File: config.mk
export PLATFORM = sky130hd
export DESIGN_NAME = tug_of_war_fsm
export DESIGN_NICKNAME = d
export VERILOG_FILES = /design/src/rtl/tug_of_war_fsm.sv
export SDC_FILE = /design/constraint.sdc
export NUM_CORES = 1
export LEC_CHECK = 0
export BUFFER_PORTS_ARGS = -buffer_cell sky130_fd_sc_hd__buf_2
export CORE_MARGIN = 2
export CORE_UTILIZATION = 49
export CTS_BUF_LIST = sky130_fd_sc_hd__clkbuf_4 sky130_fd_sc_hd__clkbuf_8 sky130_fd_sc_hd__clkbuf_16
export CTS_CLUSTER_DIAMETER = 120
export CTS_CLUSTER_SIZE = 28
export DETAILED_ROUTE_END_ITERATION = 12
export GPL_ROUTABILITY_DRIVEN = 0
export GPL_TIMING_DRIVEN = 0
export HOLD_SLACK_MARGIN = 0.15
export PLACE_DENSITY = 0.82
export SLEW_MARGIN = 20
export SYNTH_ARGS = -nofsm -noshare
export SYNTH_HDL_FRONTEND = slang
export SYNTH_SLANG_ARGS = --single-unit
File: constraint.sdc
create_clock -name clk -period 3.03 [get_ports clk]
set_input_delay 0.303 -clock clk [delete_from_list [all_inputs] [get_ports clk]]
set_output_delay 0.303 -clock clk [all_outputs]
set_load 0.02 [all_outputs]
File: src/rtl/tug_of_war_fsm.sv
// Two-player tug-of-war game controller: idle / countdown / play / win sequencing
// driven by an internal game-tick enable, with registered screen, rope and winner outputs.
module tug_of_war_fsm #(
    parameter int W           = 12,
    parameter int TRACK       = 15,
    parameter int COUNT       = 3,
    parameter int TICK_DIV    = 2**22,
    parameter int DEADBAND    = 64,
    parameter int SCREEN_BASE = 16,
    parameter bit AUTO_START  = 1'b1
) (
    input  logic                     clk,
    input  logic                     reset,
    input  logic                     start,
    input  logic [W-1:0]             p1data,
    input  logic [W-1:0]             p2data,
    output logic [5:0]               screen,
    output logic [$clog2(TRACK)-1:0] pos,
    output logic [1:0]               winner,
    output logic                     playing
);

    localparam int PW = $clog2(TRACK);
    localparam int TW = $clog2(TICK_DIV);
    localparam int CW = $clog2(COUNT + 1);

    localparam logic [PW-1:0]  CENTRE   = PW'((TRACK - 1) / 2);
    localparam logic [PW-1:0]  POS_MAX  = PW'(TRACK - 1);
    localparam logic [CW-1:0]  CNT_INIT = CW'(COUNT);
    localparam logic [TW-1:0]  TICK_END = TW'(TICK_DIV - 1);
    localparam logic [5:0]     SCR_ROPE = 6'(SCREEN_BASE);
    localparam logic [5:0]     SCR_CD   = 6'(SCREEN_BASE + TRACK);
    localparam logic [W+1:0]   DB       = (W+2)'(DEADBAND);

    if (SCREEN_BASE + TRACK + COUNT > 63 || (TRACK % 2) != 1 || TRACK < 3 || TICK_DIV < 2) begin : g_param_check
        $error("tug_of_war_fsm: illegal parameter combination");
    end

    typedef enum logic [1:0] {IDLE, COUNTDOWN, PLAY, WIN} state_t;

    state_t          state, state_n;
    logic [TW-1:0]   tick_cnt, tick_cnt_n;
    logic [CW-1:0]   cnt, cnt_n;
    logic [PW-1:0]   pos_n, pos_step;
    logic [1:0]      winner_n;
    logic [5:0]      screen_n;
    logic            playing_n;
    logic            tick;
    logic [W+1:0]    a1, a2;
    logic            p1_leads, p2_leads;

    assign tick     = (tick_cnt == TICK_END);
    assign a1       = {2'b00, p1data};
    assign a2       = {2'b00, p2data};
    assign p1_leads = a1 > (a2 + DB);
    assign p2_leads = a2 > (a1 + DB);

    always_comb begin
        pos_step = pos;
        if (p1_leads)
            pos_step = pos + PW'(1);
        else if (p2_leads)
            pos_step = pos - PW'(1);
    end

    always_comb begin
        state_n   = state;
        cnt_n     = cnt;
        pos_n     = pos;
        winner_n  = winner;
        screen_n  = screen;
        playing_n = playing;
        case (state)
            IDLE, WIN: begin
                if (state == IDLE) screen_n = '0;
                playing_n = 1'b0;
                if (start) begin
                    state_n  = COUNTDOWN;
                    cnt_n    = CNT_INIT;
                    pos_n    = CENTRE;
                    winner_n = 2'b00;
                    screen_n = SCR_CD + 6'(CNT_INIT);
                end
            end
            COUNTDOWN: begin
                if (tick) begin
                    if (cnt != '0) begin
                        cnt_n    = cnt - CW'(1);
                        screen_n = SCR_CD + 6'(cnt - CW'(1));
                    end else begin
                        state_n   = PLAY;
                        pos_n     = CENTRE;
                        screen_n  = SCR_ROPE + 6'(CENTRE);
                        playing_n = 1'b1;
                    end
                end
            end
            PLAY: begin
                if (tick) begin
                    pos_n    = pos_step;
                    screen_n = SCR_ROPE + 6'(pos_step);
                    // The rope move and the win transition share one edge.
                    if (pos_step == POS_MAX) begin
                        state_n   = WIN;
                        winner_n  = 2'b01;
                        playing_n = 1'b0;
                    end else if (pos_step == '0) begin
                        state_n   = WIN;
                        winner_n  = 2'b10;
                        playing_n = 1'b0;
                    end
                end
            end
            default: state_n = IDLE;
        endcase

        if (state_n != state || tick)
            tick_cnt_n = '0;
        else
            tick_cnt_n = tick_cnt + TW'(1);
    end

    always_ff @(posedge clk) begin
        if (reset) begin
            state    <= AUTO_START ? COUNTDOWN : IDLE;
            tick_cnt <= '0;
            cnt      <= CNT_INIT;
            pos      <= CENTRE;
            winner   <= 2'b00;
            playing  <= 1'b0;
            screen   <= AUTO_START ? (SCR_CD + 6'(CNT_INIT)) : 6'd0;
        end else begin
            state    <= state_n;
            tick_cnt <= tick_cnt_n;
            cnt      <= cnt_n;
            pos      <= pos_n;
            winner   <= winner_n;
            playing  <= playing_n;
            screen   <= screen_n;
        end
    end

endmodule
After elaboration in Yosys (flattened, before gate mapping) --
Cells that the tools add are included.
Operators by class: $add $sub $neg 9, magnitude comparators 2, eq/ne operators 13, mux-type cells 35, reductions and logical operators 13
Operators by type and width (count):
- 6-bit two-way mux | 5
- 12-bit by 7-bit adder with 13-bit output, second input constant | 2
- 12-bit by 13-bit greater-than comparator with 1-bit output | 2
- 2-bit two-way mux | 13
- 4-bit two-way mux | 6
- 22-bit by 1-bit adder with 22-bit output, second input constant | 1
- 22-bit equality test, second input constant | 1
- 6-bit case mux with 3 select lines | 1
- 4-bit AND reduction | 4
- 4-bit case mux with 3 select lines | 1
- 2-bit inequality test, second input constant | 5
- 2-bit case mux with 2 select lines | 2
- 5-bit by 4-bit adder with 6-bit output, first input constant | 1
- 5-bit by 6-bit adder with 6-bit output, first input constant | 1
- 3-bit inequality test, second input constant | 2
- 2-bit case mux with 3 select lines | 1
- 2-bit nonzero test | 3
- 1-bit two-way mux | 5
- 4-bit by 1-bit adder with 4-bit output, second input constant | 1
- 2-bit equality test, second input constant | 2
- 4-bit equality test, second input constant | 1
- 4-bit logical NOT | 1
- 2-bit OR reduction | 2
- 4-bit by 1-bit subtractor with 4-bit output, second input constant | 1
- 8 further kinds | 8
Storage, ports and cells: bits in registers 39, bits of input ports 27, output and inout bits 13, logic and storage cells 79

Logic depth before layout (Yosys ltp) --
depth after elaboration 12, mapped depth 13, gate-level depth less buffers 13

Worst setup path after synthesis --
OpenSTA, ideal clock, no wires.
path kind input-to-reg, start in p2data[6], end reg playing, setup time 0.103 ns, arrival 2.770 ns, required time 2.927 ns, slack 0.156 ns, stages on the path 13, path buffers 0, cells stage by stage ha_1 > nand3_1 > xor2_1 > ha_1 > nand3_1 > or4_1 > o211ai_2 > or2_4 > a31oi_4 > xor2_1 > nor4_2 > a2111oi_2 > a2111oi_2
Between the ends: cells in the longest elaborated chain, start to end 7, elaborated cells between the ends (all ways) 12, those cells by class add/sub: 1; order compare: 2; eq/ne: 2; mux: 5; reduce/logical: 2
Ends and longest elaborated chain:
- from (decl) | line 16 | input logic [W-1:0] p2data,
- 12-bit by 7-bit adder with 13-bit output or 12-bit by 13-bit greater-than comparator with 1-bit output (tied branches) | line 55, 56
- 12-bit by 13-bit greater-than comparator with 1-bit output or 4-bit two-way mux (tied branches) | line 55, 62
- 4-bit two-way mux * | line 60 | if (p1_leads)
- 4-bit equality test | line 103 | if (pos_step == POS_MAX) begin
- 1-bit two-way mux | line 103
- 1-bit two-way mux | line 99 | if (tick) begin
- 1-bit case mux with 3 select lines | line 73 | case (state)
- to (signal assigned) | line 138 | playing <= playing_n;
- to (decl) | line 20 | output logic playing
Mark *: on every way between the ends. The rest lies on a longest branch, timed or not. The select of a mux whose other input is x is not followed. A chain may end at the register's enable or synchronous reset.

Worst setup path in the final report --
start in p2data[8], end reg playing
Same word-level chain as after synthesis.

==> flow_metrics.py <==
metrics = {
    "global_route": {
        "gr-total-overflow": 0,
        "grt_antenna_before_repair": 0,
        "grt_pass1_wl_um": 11000,
        "track_usage_pct": 21.0,
        "grt_start_max_net_pins": 13,
        "grt_pass1_vias": 2548,
    },
    "cts": {
        "cts.path.max_buffers": 2,
        "cts_inserted_buffers": 5,
        "cts_tree": "yes",
        "cts_hold_buf": 0,
        "cts_root_buf": "clkbuf_8",
        "clock_latency_ns": 0.30,
        "clk_pin_slew_ns": 0.08,
        "cts.sinks": 39,
        "htree_levels": 2,
    },
    "floorplanning": {
        "fp.dieW_um": 80.9,
        "die_y_um": 80.9,
        "rows": 28,
        "coreArea_um2": 5820,
        "die_area_um2": 6540,
        "start_util_pct": 49.8,
        "boundaryPins": 40,
    },
    "critical_path": {
        "cp_cell_sequence": "buf_4, and3_4, nand3_1, xor2_1, ha_1, nand3_4, or4_4, o211ai_4, nor2_4, a211oi_4, a211oi_4, buf_6, nor4_4, a2111oi_2, a2111oi_2",
        "worstSetupEndpointType": "flop",
        "slowest_stage": "or4_4",
        "cpPeakStageDelay_ns": 0.44,
        "cp-start-kind": "primary input",
        "worstPathMaxFanout": 5,
        "worstPathArrival_ns": 3.23,
        "worstSetupPathType": "primary input to flop",
        "worstPathRequired_ns": 3.21,
    },
    "cells_and_area": {
        "area_growth_pct": 21.8,
        "design_area_um2": 3530,
        "diodes": 0,
        "instances_no_fill": 478,
        "drive_above_1_share_pct": 21.6,
        "final_nets": 467,
    },
    "detailed_routing": {
        "drt-wirelength-per-cell_um": 14.2,
        "drtIter0Drc": 162,
        "vias_per_cell": 5.57,
        "vias": 2664,
        "drcViolationCount": 0,
        "drt_wl_total_um": 6770,
        "first_pass_iters": 4,
        "ant_nets": 0,
    },
    "synthesis": {
        "synthTopCellsByCount": "44 x nor2_1, 39 x dfxtp_1, 38 x ha_1",
        "ys_types": 53,
        "ys_warn_count": 0,
        "synth.area.top_cells": "dfxtp_1 27%, ha_1 16%, xor2_1 6.3%, nor2_1 5.7%, a21oi_1 4.3%",
        "syn_avg_cell_area_um2": 8.26,
        "syn_area_um2": 2900,
        "synthArstFlopShare_pct": 0,
        "synthCells": 351,
        "synth-edff-count": 0,
        "ys_ff_latch": 39,
        "synth_top_area_share_pct": 26.9,
        "synth_nets": 416,
        "synth_flop_cell": "dfxtp_1",
        "yosysMostFrequentCell": "nor2_1",
        "yosysTopAreaCell": "dfxtp_1",
        "ys_seq_area_share_pct": 26.9,
    },
    "sta": {
        "worst_pin_slew_ns": 0.589,
        "min_period_ns": 3.05,
        "fin_skew_ns": 0.0100,
        "slew_violations": 0,
        "hold_slack_ns": 0.268,
        "setup_viol": 1,
        "finalCritPeriodShare_pct": 101,
        "finalWorstSetupSlack_ns": -0.0184,
        "fmax_mhz": 328,
        "hold_viol": 0,
        "slew_headroom_pct": 60.8,
    },
    "placed_design": {
        "placed_cells": 464,
        "place_area_um2": 3180,
        "dpl.hpwl_um": 4810,
        "io_buffer_count": 38,
    },
    "job": {
        "max_cap_viol_count": 0,
    },
    "outcome": {
        "status": "finished, violations left",
        "violations": "negative setup slack",
    },
    "power": {
        "power_w": 0.00130,
        "power_density_nw_per_um2": 368,
        "vdd_drop_max_mv": 0.234,
        "leakagePower_nw": 1.55,
    },
    "hold_path": {
        "hold_class": "primary input to flop",
    },
}
state kept, by name, summed over array words and instances, names as in the netlist:
register	flops
tick_cnt	22
pos	4
winner	2
screen	6
state	2
playing	1
cnt	2
cell type report:
class | count | area (um2)
inverter | 31 | 116
fill | 482 | 2280
clock inverter | 2 | 35.0
sequential | 39 | 781
timing repair buffer | 44 | 249
clock buffer | 6 | 82.6
multi-input combinational | 272 | 2120
tap | 75 | 93.8
buffer | 9 | 56.3
path summary, 6_finish.rpt:
check	endpoint	slack [ns]	cells after the start	start
max	playing$_SDFFE_PP0P_	-0.02	15	p2data[8]
min	playing$_SDFFE_PP0P_	0.27	2	reset
min reg2reg	screen[3]$_SDFFE_PP0P_	0.45	2	screen[3]$_SDFFE_PP0P_
max reg2reg	pos[2]$_SDFFE_PP1P_	0.21	8	tick_cnt[2]$_SDFF_PP0_
worst max-delay path, delay by kind of cell:
family	cells	cell delay [ns]
adders and majority gates	1	0.36
and+or+nand+nor	6	1.23
AOI/OAI and AO/OA	5	0.92
buffers and inverters	2	0.26
xor gates and xnor gates	1	0.17
report_power, final:
part | total, W | internal, W | switching, W
clock network | 0.000462 | 0.000267 | 0.000195
registers | 0.000519 | 0.000515 | 0.00000396
logic | 0.000317 | 0.000139 | 0.000179
layer usage:
| layer | part of all wire [%] | vias to the layer above | global-route usage, % |
|---|---|---|---|
| li1 | - | 1319 | - |
| met1 | 42 | 1249 | 24.7 |
| met2 | 51 | 75 | 37.4 |
| met3 | 4.4 | 21 | 4.00 |
| met4 | 3.1 | 0 | 8.47 |
| met5 | 0 | - | 0 |
logic make-up after synthesis:
kind of cell,after synthesis,share of synthesized area (%)
AND/OR/NAND/NOR,136,23.7
AO/OA/AOI/OAI,66,16.8
buffers and inverters,40,5.96
flip-flops,39,26.9
adder cells (fa/ha/maj),38,16.4
XOR/XNOR,32,10.2
through the flow:
step	utilization (%)	setup TNS, ns	worst slack, ns
after floorplan	-	0	0.156
after global placement	54.7	-1.78	-0.283
after detailed placement	54.7	-2.67	-0.439
after CTS	57.7	0	0.0108
after global routing	60.7	-0.314	-0.0707
final	60.7	-0.0184	-0.0184
layout by cell type, fill, tap and decap left out, types with 5 or more instances in the layout:
cell type	synthesis	layout
nor2_1	44	42
dfxtp_1	39	39
ha_1	38	37
buf_2	0	34
inv_1	31	31
nand2_1	23	23
a21oi_1	25	23
nand3_1	23	22
xor2_1	21	19
buf_4	1	10
xnor2_1	9	9
and3_1	9	8
nand4_1	6	6
nor3_1	7	6
clkbuf_8	0	6
clkbuf_1	5	5
nand2b_1	5	5
timing repair:
action / 4_1_cts / 5_1_grt
pin swaps: 5 / 18
gates resized for setup: 11 / 24
buffers inserted: 0 / 6
setup endpoints to repair: 5 / 6
No activity file was read; power rests on OpenSTA's default activity.
